$ cat config.mk
export PLATFORM = sky130hd
export DESIGN_NAME = gate_event_generator
export DESIGN_NICKNAME = d
export VERILOG_FILES = /design/src/rtl/parking_pkg.sv /design/src/rtl/btn_debouncer.sv /design/src/rtl/gate_event_generator.sv
export SDC_FILE = /design/constraint.sdc
export NUM_CORES = 1
export LEC_CHECK = 0
export CAP_MARGIN = 20
export CORE_AREA = 2 2 72 74
export DETAILED_ROUTE_END_ITERATION = 12
export DIE_AREA = 0 0 74 76
export GPL_ROUTABILITY_DRIVEN = 0
export PLACE_DENSITY = 0.94
export SETUP_SLACK_MARGIN = 0.1
export SYNTH_ARGS = -nofsm -noshare
export SYNTH_HDL_FRONTEND = slang
export SYNTH_SLANG_ARGS = --single-unit
$ cat constraint.sdc
create_clock -name clk -period 3.55 [get_ports clk]
set_input_delay 0.5325 -clock clk [delete_from_list [all_inputs] [get_ports clk]]
set_output_delay 0.5325 -clock clk [all_outputs]
set_load 0.03 [all_outputs]
$ cat src/rtl/parking_pkg.sv
// Shared types and constants for the parking gate event path.
// FSM states, one-hot car selects and reject reasons.
package parking_pkg;

  typedef enum logic [2:0] {
    S_IDLE,
    S_SETUP,
    S_PULSE,
    S_HOLD,
    S_WAIT
  } state_t;

  localparam logic [2:0] CAR1_SEL = 3'b001;
  localparam logic [2:0] CAR2_SEL = 3'b010;
  localparam logic [2:0] CAR3_SEL = 3'b100;

  typedef enum logic [1:0] {
    RC_NONE,
    RC_BAD_REQ,
    RC_ENTER_BLOCKED,
    RC_EXIT_BLOCKED
  } rej_code_t;

  function automatic logic is_onehot(
    input logic [2:0] v
  );
    return v inside {CAR1_SEL, CAR2_SEL, CAR3_SEL};
  endfunction

endpackage

$ cat src/rtl/btn_debouncer.sv
// Synchronizer plus stable-count debouncer for one raw button.
// o_idle: pipeline fully low since reset, i.e. a real release.
module btn_debouncer
  import parking_pkg::*;
#(
  parameter int SYNC_STAGES     = 2,
  parameter int DEBOUNCE_CYCLES = 500000
) (
  input  logic clk,
  input  logic reset,
  input  logic i_btn,
  output logic o_level,
  output logic o_idle
);

  localparam int CW = $clog2(DEBOUNCE_CYCLES + 1);

  logic [SYNC_STAGES-1:0] r_sync;
  logic [CW-1:0]          r_cnt;
  logic                   r_level;
  logic                   r_primed;
  logic                   w_sync;

  assign w_sync = r_sync[SYNC_STAGES-1];

  always_ff @(posedge clk or posedge reset) begin
    if (reset) begin
      r_sync   <= '0;
      r_cnt    <= '0;
      r_level  <= 1'b0;
      r_primed <= 1'b0;
    end else begin
      r_primed <= 1'b1;
      r_sync   <= {r_sync[SYNC_STAGES-2:0], i_btn};
      if (w_sync == r_level) begin
        r_cnt <= '0;
      end else if (r_cnt == CW'(DEBOUNCE_CYCLES - 1)) begin
        r_cnt   <= '0;
        r_level <= ~r_level;
      end else begin
        r_cnt <= r_cnt + CW'(1);
      end
    end
  end

  // Held-through-reset buttons must not look released before
  // the synchronizer has seen them at least once.
  assign o_level = r_level;
  assign o_idle  = r_primed & ~r_level & ~|r_sync;

endmodule

$ cat src/rtl/gate_event_generator.sv
// Turns raw gate buttons and car switches into clean
// car_sel / car_enter / car_exit events for the controller.
module gate_event_generator
  import parking_pkg::*;
#(
  parameter int SYNC_STAGES     = 2,
  parameter int DEBOUNCE_CYCLES = 500000,
  parameter int HOLD_CYCLES     = 5
) (
  input  logic       clk,
  input  logic       reset,
  input  logic       btn_enter,
  input  logic       btn_exit,
  input  logic [2:0] sw_car,
  input  logic       car1_state,
  input  logic       car2_state,
  input  logic       car3_state,
  input  logic       full_flag,
  output logic       car_enter,
  output logic       car_exit,
  output logic [2:0] car_sel,
  output logic       reject,
  output logic [1:0] reject_code,
  output logic       busy
);

  localparam int HW = $clog2(HOLD_CYCLES + 1);

  logic       w_enter;
  logic       w_exit;
  logic       w_enter_idle;
  logic       w_exit_idle;
  logic [2:0] w_sw;
  logic       w_occ;
  logic       w_req;
  rej_code_t  w_code;
  state_t     w_nxt;

  logic [2:0] r_sw_sync [SYNC_STAGES];
  state_t     r_state;
  logic [2:0] r_car_sel;
  logic       r_dir_enter;
  logic [HW-1:0] r_hold_cnt;
  logic       r_reject;
  rej_code_t  r_reject_code;
  logic       r_busy;

  btn_debouncer #(
    .SYNC_STAGES    (SYNC_STAGES),
    .DEBOUNCE_CYCLES(DEBOUNCE_CYCLES)
  ) u_deb_enter (
    .clk    (clk),
    .reset  (reset),
    .i_btn  (btn_enter),
    .o_level(w_enter),
    .o_idle (w_enter_idle)
  );

  btn_debouncer #(
    .SYNC_STAGES    (SYNC_STAGES),
    .DEBOUNCE_CYCLES(DEBOUNCE_CYCLES)
  ) u_deb_exit (
    .clk    (clk),
    .reset  (reset),
    .i_btn  (btn_exit),
    .o_level(w_exit),
    .o_idle (w_exit_idle)
  );

  always_ff @(posedge clk or posedge reset) begin
    if (reset) begin
      for (int i = 0; i < SYNC_STAGES; i++)
        r_sw_sync[i] <= '0;
    end else begin
      r_sw_sync[0] <= sw_car;
      for (int i = 1; i < SYNC_STAGES; i++)
        r_sw_sync[i] <= r_sw_sync[i-1];
    end
  end

  assign w_sw  = r_sw_sync[SYNC_STAGES-1];
  assign w_req = w_enter | w_exit;
  assign w_occ = |(w_sw & {car3_state, car2_state, car1_state});

  always_comb begin
    w_code = RC_NONE;
    if ((w_enter & w_exit) | ~is_onehot(w_sw))
      w_code = RC_BAD_REQ;
    else if (w_enter & (full_flag | w_occ))
      w_code = RC_ENTER_BLOCKED;
    else if (w_exit & ~w_occ)
      w_code = RC_EXIT_BLOCKED;
  end

  always_comb begin
    w_nxt = r_state;
    unique case (r_state)
      S_IDLE:
        if (w_req)
          w_nxt = (w_code == RC_NONE) ? S_SETUP : S_WAIT;
      S_SETUP: w_nxt = S_PULSE;
      S_PULSE: w_nxt = S_HOLD;
      S_HOLD:
        if (r_hold_cnt == HW'(HOLD_CYCLES - 1))
          w_nxt = S_WAIT;
      S_WAIT:
        if (w_enter_idle & w_exit_idle)
          w_nxt = S_IDLE;
      default: w_nxt = S_IDLE;
    endcase
  end

  always_ff @(posedge clk or posedge reset) begin
    if (reset) begin
      r_state       <= S_WAIT;
      r_car_sel     <= '0;
      r_dir_enter   <= 1'b0;
      r_hold_cnt    <= '0;
      r_reject      <= 1'b0;
      r_reject_code <= RC_NONE;
      r_busy        <= 1'b0;
    end else begin
      r_state  <= w_nxt;
      r_busy   <= (w_nxt != S_IDLE);
      r_reject <= 1'b0;
      if (r_state == S_IDLE && w_req) begin
        r_reject_code <= w_code;
        if (w_code != RC_NONE) begin
          r_reject <= 1'b1;
        end else begin
          r_car_sel   <= w_sw;
          r_dir_enter <= w_enter;
        end
      end
      if (r_state == S_HOLD)
        r_hold_cnt <= r_hold_cnt + HW'(1);
      else
        r_hold_cnt <= '0;
      if (w_nxt == S_WAIT)
        r_car_sel <= '0;
    end
  end

  assign car_enter   = (r_state == S_PULSE) & r_dir_enter;
  assign car_exit    = (r_state == S_PULSE) & ~r_dir_enter;
  assign car_sel     = r_car_sel;
  assign reject      = r_reject;
  assign reject_code = r_reject_code;
  assign busy        = r_busy;

endmodule

[After elaboration in Yosys (flattened, before gate mapping)]
Cells that the tools add are included.
Word-level totals
  output and inout bits: 9
  word-level logic and storage cells: 89
  input port bits: 11
  register bits: 65
Operators by class
  muxes and demuxes: 18
  equal/unequal tests: 14
  bitwise operators: 22
  reduce and logical (&&, ||, !) cells: 16
  $add $sub $neg: 3
Operators by type and width (count)
  19-bit 2-to-1 mux: 4
  19-bit by 1-bit adder with 19-bit output (second input constant): 2
  19-bit == test (second input constant): 2
  3-bit 2-to-1 mux: 8
  3-bit one-hot mux with 5 select lines: 1
  3-bit == test (second input constant): 4
  1-bit AND: 10
  3-bit by 2-bit == test with 1-bit output (second input constant): 3
  1-bit NOT: 8
  2-bit AND reduction: 4
  3-bit by 1-bit == test with 1-bit output (second input constant): 2
  2-bit 2-to-1 mux: 3
  3-bit nonzero test: 2
  2-bit nonzero test: 2
  2-bit OR reduction: 2
  3-bit by 1-bit adder with 3-bit output (second input constant): 1
  3-bit AND: 1
  3-bit logical NOT: 1
  1-bit OR: 3
  3-bit OR reduction: 1
  1-bit == test: 2
  1-bit logical NOT: 2
  2-bit logical NOT: 1
  1-bit 2-to-1 mux: 2
  2 further kinds: 2

[Logic depth before layout (Yosys ltp)]
Gate-level depths: netlist of run 1.
  depth after elaboration: 14
  depth in mapped cells: 8
  depth with buffers taken out: 6

[Hierarchy]
A second synthesis of run 1 with hierarchy kept.
Unflattened totals
  cell total of the unflattened synthesis: 293
  area total of the unflattened synthesis: 3110.5 sq um
Modules (own cells, without submodules)
  btn_debouncer: area an instance 1102.3 sq um, cells each 107, seq. area each 575.6 sq um, times used 2
  gate_event_generator: area an instance 905.9 sq um, cells each 79, seq. area each 501.7 sq um, times used 1

[Worst setup path before layout of run 1]
Ideal clock, no wire load.
  path type: register to output
  start: reg r_state[0]
  end: out car_exit
  required time: 3.017 ns
  path slack: 1.538 ns
  path buffers: 0
  stages on the path, launching flop included: 2
  data arrival time: 1.480 ns
  path through: dfrtp_1 nor4b_1
On the way
  longest elaborated chain between the ends: 2
Ends and longest elaborated chain
  start, declared: line gate_event_generator.sv:40  | state_t r_state;
  start signal, assigned: line gate_event_generator.sv:123  | r_state <= w_nxt;
  3-bit by 2-bit == test with 1-bit output: line gate_event_generator.sv:145  | assign car_exit = (r_state == S_PULSE) & ~r_dir_enter;
  1-bit AND: line gate_event_generator.sv:145
  end, declared: line gate_event_generator.sv:20  | output logic car_exit,
No other way between the ends.

[Worst setup path in the final report of run 1]
  start: reg r_state[0]
  end: out car_enter
On the way
  longest elaborated chain between the ends: 2
Ends and longest elaborated chain
  3-bit by 2-bit == test with 1-bit output: line gate_event_generator.sv:144  | assign car_enter = (r_state == S_PULSE) & r_dir_enter;
  1-bit AND: line gate_event_generator.sv:144
  end, declared: line gate_event_generator.sv:19  | output logic car_enter,
No other way between the ends.

==> results of run 1 <==
==> cells by family after synthesis <==
family | after synthesis | synth area share [%]
adder cells (fa/ha/maj) | 4 | 1.70
other | 1 | 0.127
AND/OR/NAND/NOR | 140 | 23.6
XOR/XNOR | 37 | 11.0
AO/OA/AOI/OAI | 20 | 4.29
buffers and inverters | 17 | 2.55
multiplexers | 4 | 1.49
flip-flops | 65 | 55.2
==> cells in the mapped netlist, drive strengths merged <==
master / count / area share [%]
buf: 4 / 0.89
conb: 1 / 0.13
and3: 3 / 0.64
a32o: 1 / 0.34
o21ai: 6 / 1.0
and4: 2 / 0.59
o211ai: 2 / 0.51
nand4: 9 / 2.1
inv: 9 / 1.1
nor2: 55 / 7.0
ha: 4 / 1.7
o22ai: 1 / 0.21
a22o: 1 / 0.30
nor3: 7 / 1.7
o21bai: 1 / 0.25
xor2: 20 / 5.9
and2: 2 / 0.42
nand3: 18 / 3.1
xnor2: 17 / 5.1
clkbuf: 4 / 0.51
a21oi: 5 / 0.85
nor3b: 1 / 0.25
a21boi: 1 / 0.25
or3: 2 / 0.42
mux2i: 1 / 0.34
nand2: 30 / 3.8
nor4bb: 1 / 0.34
mux2: 3 / 1.1
a222oi: 1 / 0.34
dfrtp: 64 / 54
a31oi: 1 / 0.21
or2: 1 / 0.21
nor4b: 4 / 1.2
dfstp: 1 / 0.89
nor4: 5 / 1.8
==> routing by layer <==
layer  wire, um  GRT usage (%)
met5          0              0
met1       2290           27.5
met4        109           10.2
met2       2810           34.6
met3        212           7.01
==> where the power goes <==
group / switching, mW / internal [mW]
sequential: 0.00941 / 0.752
clock: 0.302 / 0.330
combinational: 0.0324 / 0.0206
total: 0.344 / 1.10
==> worst paths after layout <==
kind	slack (ps)	endpoint
worst max-delay path	1170	car_enter
worst min-delay path	350	w_sw[2]$_DFF_PP0_
worst max register to register	1450	u_deb_exit.r_cnt[7]$_DFF_PP0_
worst min register to register	350	w_sw[2]$_DFF_PP0_
max in group asynchronous	2170	u_deb_enter.r_cnt[12]$_DFF_PP0_
min in group asynchronous	680	u_deb_exit.r_cnt[12]$_DFF_PP0_
==> cell type report <==
type | instances | share of cell area [%]
timing repair buffer | 21 | 6.04
sequential | 65 | 47.9
tap | 70 | 2.58
inverter | 9 | 0.994
clock buffer | 9 | 3.64
multi-input combinational | 206 | 36.6
clock inverter | 7 | 2.28
==> metrics by stage <==
| stage | hold slack, ps | util (%) |
|---|---|---|
| floorplan | 331 | - |
| global placement | 333 | 65.1 |
| detailed placement | 336 | 65.1 |
| CTS | 354 | 69.2 |
| global route | 361 | 69.2 |
| finish | 352 | 69.2 |
==> flip-flops by register name, indices dropped and copies added (netlist names) <==
| name | flops |
|---|---|
| r_dir_enter | 1 |
| reject_code | 2 |
| r_state | 3 |
| w_sw | 3 |
| reject | 1 |
| busy | 1 |
| r_sw_sync | 3 |
| r_hold_cnt | 3 |
| u_deb_exit.r_primed | 1 |
| u_deb_enter.o_level | 1 |
| car_sel | 3 |
| u_deb_exit.o_level | 1 |
| u_deb_exit.r_cnt | 19 |
| u_deb_enter.r_sync | 2 |
| u_deb_enter.r_cnt | 19 |
| u_deb_exit.r_sync | 2 |
==> flow_summary_export.csv, run 1 <==
group,metric,value,unit
run_status,status,"complete, no violations",
finish,fin_area,3400,um2
finish,regArea,1630,um2
placement,io_buffers,19,
drt,drt-pass1-iter-count,4,
timing,drv_slew,0,
critical_path,cp_data_required_time,3020,ps
timing,slew-limit-headroom,44.5,%
timing,tightest_slew,831,ps
critical_path,startpoint,"r_state[0]$_DFF_PP0_",
drt,via_per_inst,5.53,
min_path,hold_depth,0,
clock_tree,cts.sinks,65,
synth,yosysSeqAreaShare,55.2,%
critical_path,critPathArrivalTime,1850,ps
critical_path,cp_max_fo,6,
drt,drtAntennaViolNets,0,
critical_path,crit_family,"buffers and inverters",
critical_path,crit_path_top_delay_cell,"clkdlybuf4s50_1",
drt,drc,0,
synth,yosysUniqueCellTypes,42,
critical_path,path_class,"flop to output pin",
finish,fin_nets,327,
placement,dp_hpwl,3780,um
critical_path,r2r_start,"u_deb_exit.r_cnt[0]$_DFF_PP0_",
critical_path,r2r_cells,6,
timing,rsz0062_at_grt,"false",
clock_tree,clockBufferDepth,2,
floorplan,io_pins,20,
floorplan,core_area,4910,um2
finish,fillers,332,
pwr,p_per_area,425,nW/um2
critical_path,end_kind,"output pin",
min_path,min_from,"r_sw_sync[5]$_DFF_PP0_",
drt,wirelength,5420,um
placement,place_ws,1160,ps
global_route,antenna_found_initial,0,
synth,synth-seq-cells,65,
run,cap_violations,0,
drt,dr.first_iter.drc_count,90,
clock_tree,cts-root-buf,"clkbuf_8",
floorplan,dieArea,5620,um2
min_path,worstHoldPathType,"flop to flop",
synth,syn_avg_cell_area,10.2,um2
timing,clock.fmax,420,MHz
critical_path,worst-path-buf-inv,1,
synth,synth_cells,288,
finish,mostFrequentLayoutCells,"dfrtp_1 (64), nor2_1 (55), nand2_1 (30)",
drt,wire_per_inst,14.0,um
drt,vias,2142,
clock_tree,htreeDepth,3,
timing,fin_crit,2380,ps
clock_tree,path_clk_slew,80,ps
clock_tree,cts_setup_buffers,0,
timing,min_period_over_period,67.1,%
synth,yosys_warnings,0,
floorplan,dieHeight,76,um
floorplan,initial_core_util,60.0,%
timing,setup_viol,0,
global_route,gr-total-overflow,0,
global_route,grt_pass1_wl,9490,um
critical_path,slowest_delay,730,ps
pwr,p_leak,1.46,nW
timing,fin_tns_setup,0,ps
timing,final_hold_viol_count,0,
clock_tree,tritoncts,"built",
clock_tree,cts_hold_buf,0,
synth,syn_nets,303,
placement,placedCellCount,371,
finish,diodes,0,
global_route,grt_max_degree,43,
placement,dpl_cell_area,3200,um2
synth,netlist_area,2950,um2
critical_path,startpoint_type,"flop",
timing,worst_slack,1170,ps
finish,area_growth,15.4,%
clock_tree,cts_made_buffers,9,
finish,stdcell_count,387,
pwr,power.total,1.45,mW
pwr,vdd_ir_drop_max,0.297,mV
finish,layout_commonest_cell,"dfrtp_1",
clock_tree,ctsResizeCount,0,
global_route,grt_pass1_vias,2180,
critical_path,path_cells,"nor4bb_1 > clkdlybuf4s50_1",
global_route,grt_util_all_layers,22.1,%
finish,drive_gt1_share,8.52,%
floorplan,die_w,74,um
finish,multi_input_area,1240,um2
timing,fin_skew,11.5,ps
floorplan,fp-row-count,26,
critical_path,worst-path-stages,2,
clock_tree,worstSkewPairLatency,340,ps
Note: power is estimated with default switching activity, not from simulation.
==> run 2: changes to the inputs <==
- CORE_AREA: 2 2 72 74 -> 2 2 75 77
- DIE_AREA: 0 0 74 76 -> 0 0 77 79
- PLACE_DENSITY: 0.94 -> 0.88
- clock period: 3.55 -> 2.5 ns (I/O delays scaled with it)
==> run 2 against run 1 <==
  * Sequential share of layout area fell by 1.1 points
  * Register-to-register slack got worse by 1000 ps
  * Global-route usage fell by 1.8 points
  * Cell count rose by 0.52%
  * Combinational power rose by 50%
  * Non-clock buffer count did not move
  * Critical path depth did not move
  * Routed wire length rose by 1.7%
  * Worst hold slack got worse by 6.8 ps
  * Highest routed layer unchanged
  * Count of clock-buffer cells in the layout did not move
  * Design area rose by 2.4%
==> flow_summary_export.csv, run 2 (synthesis results as in run 1) <==
group,metric,value,unit
timing,fin_crit,2170,ps
floorplan,dieHeight,79,um
drt,wirelength,5510,um
floorplan,dieArea,6080,um2
clock_tree,htreeDepth,3,
timing,tightest_slew,703,ps
floorplan,core_area,5340,um2
pwr,vdd_ir_drop_max,0.704,mV
drt,drtAntennaViolNets,0,
floorplan,initial_core_util,55.2,%
finish,diodes,0,
clock_tree,cts_setup_buffers,0,
drt,drt-pass1-iter-count,4,
clock_tree,cts_made_buffers,9,
critical_path,critPathArrivalTime,1800,ps
pwr,p_leak,1.50,nW
finish,area_growth,18.1,%
timing,drv_slew,0,
finish,fin_nets,327,
clock_tree,worstSkewPairLatency,340,ps
timing,fin_skew,7.27,ps
global_route,grt_pass1_wl,9600,um
placement,place_ws,245,ps
clock_tree,clockBufferDepth,2,
timing,slew-limit-headroom,53.0,%
min_path,worstHoldPathType,"input port to asynchronous set/reset pin",
clock_tree,tritoncts,"built",
timing,final_hold_viol_count,0,
finish,layout_commonest_cell,"dfrtp_1",
floorplan,die_w,77,um
run_status,status,"complete, no violations",
critical_path,r2r_cells,6,
floorplan,io_pins,20,
critical_path,startpoint_type,"flop",
timing,worst_slack,326,ps
critical_path,path_class,"flop to output pin",
finish,stdcell_count,389,
clock_tree,ctsResizeCount,0,
clock_tree,cts-root-buf,"clkbuf_8",
drt,dr.first_iter.drc_count,155,
global_route,antenna_found_initial,0,
timing,setup_viol,0,
global_route,grt_max_degree,28,
timing,min_period_over_period,87.0,%
clock_tree,cts_hold_buf,0,
drt,vias,2099,
pwr,power.total,2.33,mW
placement,placedCellCount,373,
critical_path,cp_max_fo,6,
finish,fillers,435,
critical_path,cp_data_required_time,2120,ps
clock_tree,path_clk_slew,70,ps
finish,drive_gt1_share,8.52,%
global_route,gr-total-overflow,0,
placement,io_buffers,19,
run,cap_violations,0,
clock_tree,cts.sinks,65,
drt,wire_per_inst,14.2,um
drt,via_per_inst,5.40,
finish,largest_registers,"u_deb_enter.r_cnt x19, u_deb_exit.r_cnt x19",
timing,rsz0062_at_grt,"false",
timing,fin_tns_setup,0,ps
global_route,grt_pass1_vias,2180,
timing,clock.fmax,460,MHz
global_route,grt_util_all_layers,20.2,%
drt,drc,0,
pwr,p_per_area,671,nW/um2
placement,dp_hpwl,3850,um
finish,fin_util,65.2,%
finish,mostFrequentLayoutCells,"dfrtp_1 (64), nor2_1 (55), nand2_1 (30)",
critical_path,end_kind,"output pin",
floorplan,fp-row-count,27,
run 2: cell count changes in the layout (fill, tap and decap cells not counted), sizes merged:
cell | before | now
bufinv | 1 | 4
clkinvlp | 1 | 0
inv | 11 | 9
run 2: power breakdown:
group	internal (mW)	switching (mW)
registers	1.07	0.0135
logic	0.0315	0.0479
clock network	0.765	0.408
run 2: final cells by class:
cell class	count	area, um2	area share, %
Timing Repair Buffer	21	218	6.26
Clock inverter	7	143	4.10
Clock buffer	9	124	3.56
Tap cell	72	90.1	2.59
Sequential cell	65	1630	46.8
Multi-Input combinational cell	206	1240	35.7
Inverter	9	33.8	0.971
run 2: routing by layer:
layer	vias to the layer above	share of wire (%)	global-route usage, %
met3	15	3.2	7.05
met5	-	0	0
met4	0	2.6	7.86
li1	1011	-	-
met2	30	50	34.2
met1	1043	44	23.9
run 2: through the flow:
step / hold slack [ps] / cell area, um2
final: 345 / 3480
after global routing: 365 / 3480
after CTS: 346 / 3480
after detailed placement: 336 / 3210
after global placement: 334 / 3210
after floorplan: 331 / 2950
run 2: final timing paths:
| path | from | end | slack (ps) |
|---|---|---|---|
| worst max-delay path | r_state[0]$_DFF_PP0_ | car_exit | 330 |
| worst min-delay path | reset | u_deb_enter.o_level$_DFFE_PP0P_ | 340 |
| worst max register to register | u_deb_exit.r_cnt[0]$_DFF_PP0_ | u_deb_exit.r_cnt[17]$_DFF_PP0_ | 420 |
| worst min register to register | r_sw_sync[3]$_DFF_PP0_ | w_sw[0]$_DFF_PP0_ | 340 |
| max in group asynchronous | reset | r_sw_sync[3]$_DFF_PP0_ | 1540 |
| min in group clk | r_sw_sync[3]$_DFF_PP0_ | w_sw[0]$_DFF_PP0_ | 350 |
run 2: critical path: stages (launching register included):
cell and delay (ps):
dfrtp_1 430, nor4b_1 300, clkdlybuf4s50_1 720
==> RTL edit 1 (config.mk and constraints of run 2) <==
Register the input `sw_car` before use, without a reset. The logic sees it one clock later. The other inputs are not delayed to match.
--- a/src/rtl/gate_event_generator.sv
+++ b/src/rtl/gate_event_generator.sv
@@ -25,6 +25,12 @@
 );
 
   localparam int HW = $clog2(HOLD_CYCLES + 1);
+
+  logic [2:0] sw_car_q;
+
+  always_ff @(posedge clk) begin
+    sw_car_q <= sw_car;
+  end
 
   logic       w_enter;
   logic       w_exit;
@@ -72,7 +78,7 @@
       for (int i = 0; i < SYNC_STAGES; i++)
         r_sw_sync[i] <= '0;
     end else begin
-      r_sw_sync[0] <= sw_car;
+      r_sw_sync[0] <= sw_car_q;
       for (int i = 1; i < SYNC_STAGES; i++)
         r_sw_sync[i] <= r_sw_sync[i-1];
     end
Formal check against the unedited RTL: same outputs for any inputs over 10 cycles, from zero or initial values and one cycle with reset high; that may be too few to reach the edited logic, so the function may still have changed.
==> RTL edit 1 against run 2 <==
Cell area is 0.22% lower. Total power is 9.6% lower. Combinational power is 2% higher. Worst setup slack worse by 11 ps. Critical path depth stayed put. Count of clock-buffer cells in the layout is 2 higher. Sequential share of layout area is 1.8 points higher. Hold slack worse by 25 ps. Sequential cell count is 3 higher. First-iteration DRC count is 0.65% lower. Wire length is 1.8% higher. Synthesized area is 2.9% higher. Utilization is 0.14 points lower. Largest cell class unchanged.
==> RTL edit 1: results <==
export IMPL_status="finished clean"
export IMPL_crit_reg2reg_launch="u_deb_enter.r_cnt[11]$_DFF_PP0_"
export IMPL_timing_reg2reg_setup_slack_ps=440
export IMPL_drive_above_1_share_pct=8.46
export IMPL_grt_pass1_vias=2068
export IMPL_grt_start_max_net_pins=42
export IMPL_grt_first_pass_wirelength_mm=9.73
export IMPL_setup_ws_ps=315
export IMPL_clkSinkCount=68
export IMPL_layout_filler_cells=428
export IMPL_r2r_cells=5
export IMPL_synth_xor_area_share_pct=11.0
export IMPL_p_int_mw=1.63
export IMPL_detailedPlace_worstSlack_ps=266
export IMPL_worst_clock_skew_ps=12.1
export IMPL_seqCellArea_sq_um=1690
export IMPL_placedInstanceArea_sq_um=3280
export IMPL_area_fraction_in_compound_gates_after_synthesis_pct=3.67
export IMPL_final_nonclk_buf_share_pct=6.27
export IMPL_synth_top_cells_by_area="sky130_fd_sc_hd__dfrtp_1 (53%), sky130_fd_sc_hd__nor2_1 (6.8%), sky130_fd_sc_hd__xor2_1 (6.4%)"
export IMPL_dpl_hpwl_mm=3.80
export IMPL_clkCellAreaFrac_pct=5.59
export IMPL_place_inst=375
export IMPL_yosys_top_cells_count="sky130_fd_sc_hd__dfrtp_1 (64), sky130_fd_sc_hd__nor2_1 (55), sky130_fd_sc_hd__nand2_1 (22), sky130_fd_sc_hd__xor2_1 (22), sky130_fd_sc_hd__nand3_1 (20)"
export IMPL_seq_power_mw=1.14
export IMPL_synth_seq_area_share_pct=55.7
export IMPL_synth_async_reset_ratio_pct=95.6
export IMPL_grt_total_usage_pct=20.7
export IMPL_synthCells=291
export IMPL_final_nets=329
export IMPL_relSlewSlack_pct=60.4
==> RTL edit 1: how the worst min path moves through the flow <==
stage          slack [ps]  cells after the start                endpoint                 from
5_1_grt               320                      0  r_sw_sync[3]$_DFF_PP0_  sw_car_q[0]$_DFF_P_
2_1_floorplan         320                      0  r_sw_sync[3]$_DFF_PP0_  sw_car_q[0]$_DFF_P_
6_report              320                      0  r_sw_sync[3]$_DFF_PP0_  sw_car_q[0]$_DFF_P_
4_1_cts               320                      0  r_sw_sync[3]$_DFF_PP0_  sw_car_q[0]$_DFF_P_
3_5_place_dp          320                      0  r_sw_sync[3]$_DFF_PP0_  sw_car_q[0]$_DFF_P_
3_3_place_gp          330                      0  r_sw_sync[3]$_DFF_PP0_  sw_car_q[0]$_DFF_P_
==> RTL edit 1: metal layers <==
| layer | GRT usage [%] | routed length (um) |
|---|---|---|
| met3 | 6.48 | 214 |
| met1 | 26.4 | 2540 |
| met4 | 8.57 | 96 |
| met2 | 33.2 | 2770 |
| met5 | 0 | 0 |
==> RTL edit 2 (settings of run 2) <==
Made on the original files. `DEBOUNCE_CYCLES` is set to 500000 in 2 places; all go to 250000.
--- a/src/rtl/btn_debouncer.sv
+++ b/src/rtl/btn_debouncer.sv
@@ -4,7 +4,7 @@
   import parking_pkg::*;
 #(
   parameter int SYNC_STAGES     = 2,
-  parameter int DEBOUNCE_CYCLES = 500000
+  parameter int DEBOUNCE_CYCLES = 250000
 ) (
   input  logic clk,
   input  logic reset,
--- a/src/rtl/gate_event_generator.sv
+++ b/src/rtl/gate_event_generator.sv
@@ -4,7 +4,7 @@
   import parking_pkg::*;
 #(
   parameter int SYNC_STAGES     = 2,
-  parameter int DEBOUNCE_CYCLES = 500000,
+  parameter int DEBOUNCE_CYCLES = 250000,
   parameter int HOLD_CYCLES     = 5
 ) (
   input  logic       clk,
Function: no difference found for any inputs over 10 cycles, from zero or initial values and one cycle with reset high; that may be too few to reach the edited logic, so the function may still have changed.
==> RTL edit 2 against run 2 <==
Fmax is 2.9% lower. Sequential cell count is 2 lower. Synthesized area is 1.7% higher. Final cell count is 0.26% higher. Hold slack better by 11 ps. Wire length is 5.1% higher. Cell area is 0.11% higher. Die area stayed put. Sequential share of layout area is 1.5 points lower. Critical path depth stayed put. Total power is 11% lower. Utilization is 0.070 points higher. Worst setup slack worse by 65 ps. Critical endpoint is now car_enter. Largest power group is now registers.
==> RTL edit 2: results <==
export IMPL_num_nonclk_inverters=13
export IMPL_yosys_top_cells_count="sky130_fd_sc_hd__dfrtp_1 (62), sky130_fd_sc_hd__nor2_1 (37), sky130_fd_sc_hd__nand2_1 (21), sky130_fd_sc_hd__xor2_1 (17), sky130_fd_sc_hd__nand3_1 (16)"
export IMPL_layout_filler_cells=446
export IMPL_finalPower_mw=2.09
export IMPL_combinational_power_share_pct=4.1
export IMPL_final_nets=329
export IMPL_syn_avg_cell_area_sq_um=10.5
export IMPL_multi_input_gates=201
export IMPL_clkCellAreaFrac_pct=6.07
export IMPL_multi_input_area_sq_um=1310
export IMPL_layout_top_registers="u_deb_enter.r_cnt x18, u_deb_exit.r_cnt x18"
export IMPL_dpl_hpwl_mm=4.10
export IMPL_drive_above_1_share_pct=11.6
export IMPL_grt_total_usage_pct=21.1
export IMPL_status="finished clean"
export IMPL_n_all_buffers=26
export IMPL_synth_xor_area_share_pct=7.89
export IMPL_irDropWorstVdd_mv=0.357
export IMPL_synth_seq_area_share_pct=52.7
export IMPL_synth_adder_area_share_pct=1.67
export IMPL_grt_start_max_net_pins=39
export IMPL_seqCellArea_sq_um=1580
export IMPL_synth_mux_area_share_pct=1.13
export IMPL_grt_first_pass_wirelength_mm=10.1
export IMPL_synth_distinct_cells=49
export IMPL_grt_pass1_vias=2203
export IMPL_area_fraction_in_compound_gates_after_synthesis_pct=10.0
export IMPL_synth_top_cells_by_area="sky130_fd_sc_hd__dfrtp_1 (52%), sky130_fd_sc_hd__xor2_1 (5.0%), sky130_fd_sc_hd__nor2_1 (4.6%)"
export IMPL_worstHoldPathType="reg -> reg"
export IMPL_place_inst=375
export IMPL_vias_per_cell=5.67
export IMPL_total_leakage_power_nw=1.52
export IMPL_worst_clock_skew_ps=5.66
export IMPL_drt_total_wl_mm=5.79
export IMPL_drt_pass1_iterations=5
export IMPL_placedInstanceArea_sq_um=3270
export IMPL_synth_net_count=300
export IMPL_area_delta_synth_final_pct=16.3
export IMPL_final_nonclk_buf_share_pct=7.04
export IMPL_detailedPlace_worstSlack_ps=335
export IMPL_relSlewSlack_pct=47.2
export IMPL_p_int_mw=1.65
export IMPL_power_per_cell_area_nw_per_um2=600
-- RTL edit 2: worst paths after layout --
kind | startpoint | to | slack (ps) | cells past startpoint
max | r_state[0]$_DFF_PP0_ | car_enter | 260 | 2
min | r_sw_sync[3]$_DFF_PP0_ | w_sw[0]$_DFF_PP0_ | 360 | 0
max reg2reg | u_deb_exit.r_cnt[8]$_DFF_PP0_ | u_deb_exit.r_cnt[5]$_DFF_PP0_ | 450 | 5
min reg2reg | r_sw_sync[3]$_DFF_PP0_ | w_sw[0]$_DFF_PP0_ | 360 | 0
max in group asynchronous | reset | u_deb_enter.r_cnt[4]$_DFF_PP0_ | 1340 | 3
min in group asynchronous | reset | u_deb_enter.r_cnt[11]$_DFF_PP0_ | 500 | 2
-- RTL edit 2: layer usage --
metal	vias up	global-route usage, %	wire (um)
met3	8	5.23	196
met5	-	0	0
met2	45	35.9	2960
li1	1063	-	-
met1	1094	26.4	2560
met4	0	7.86	77
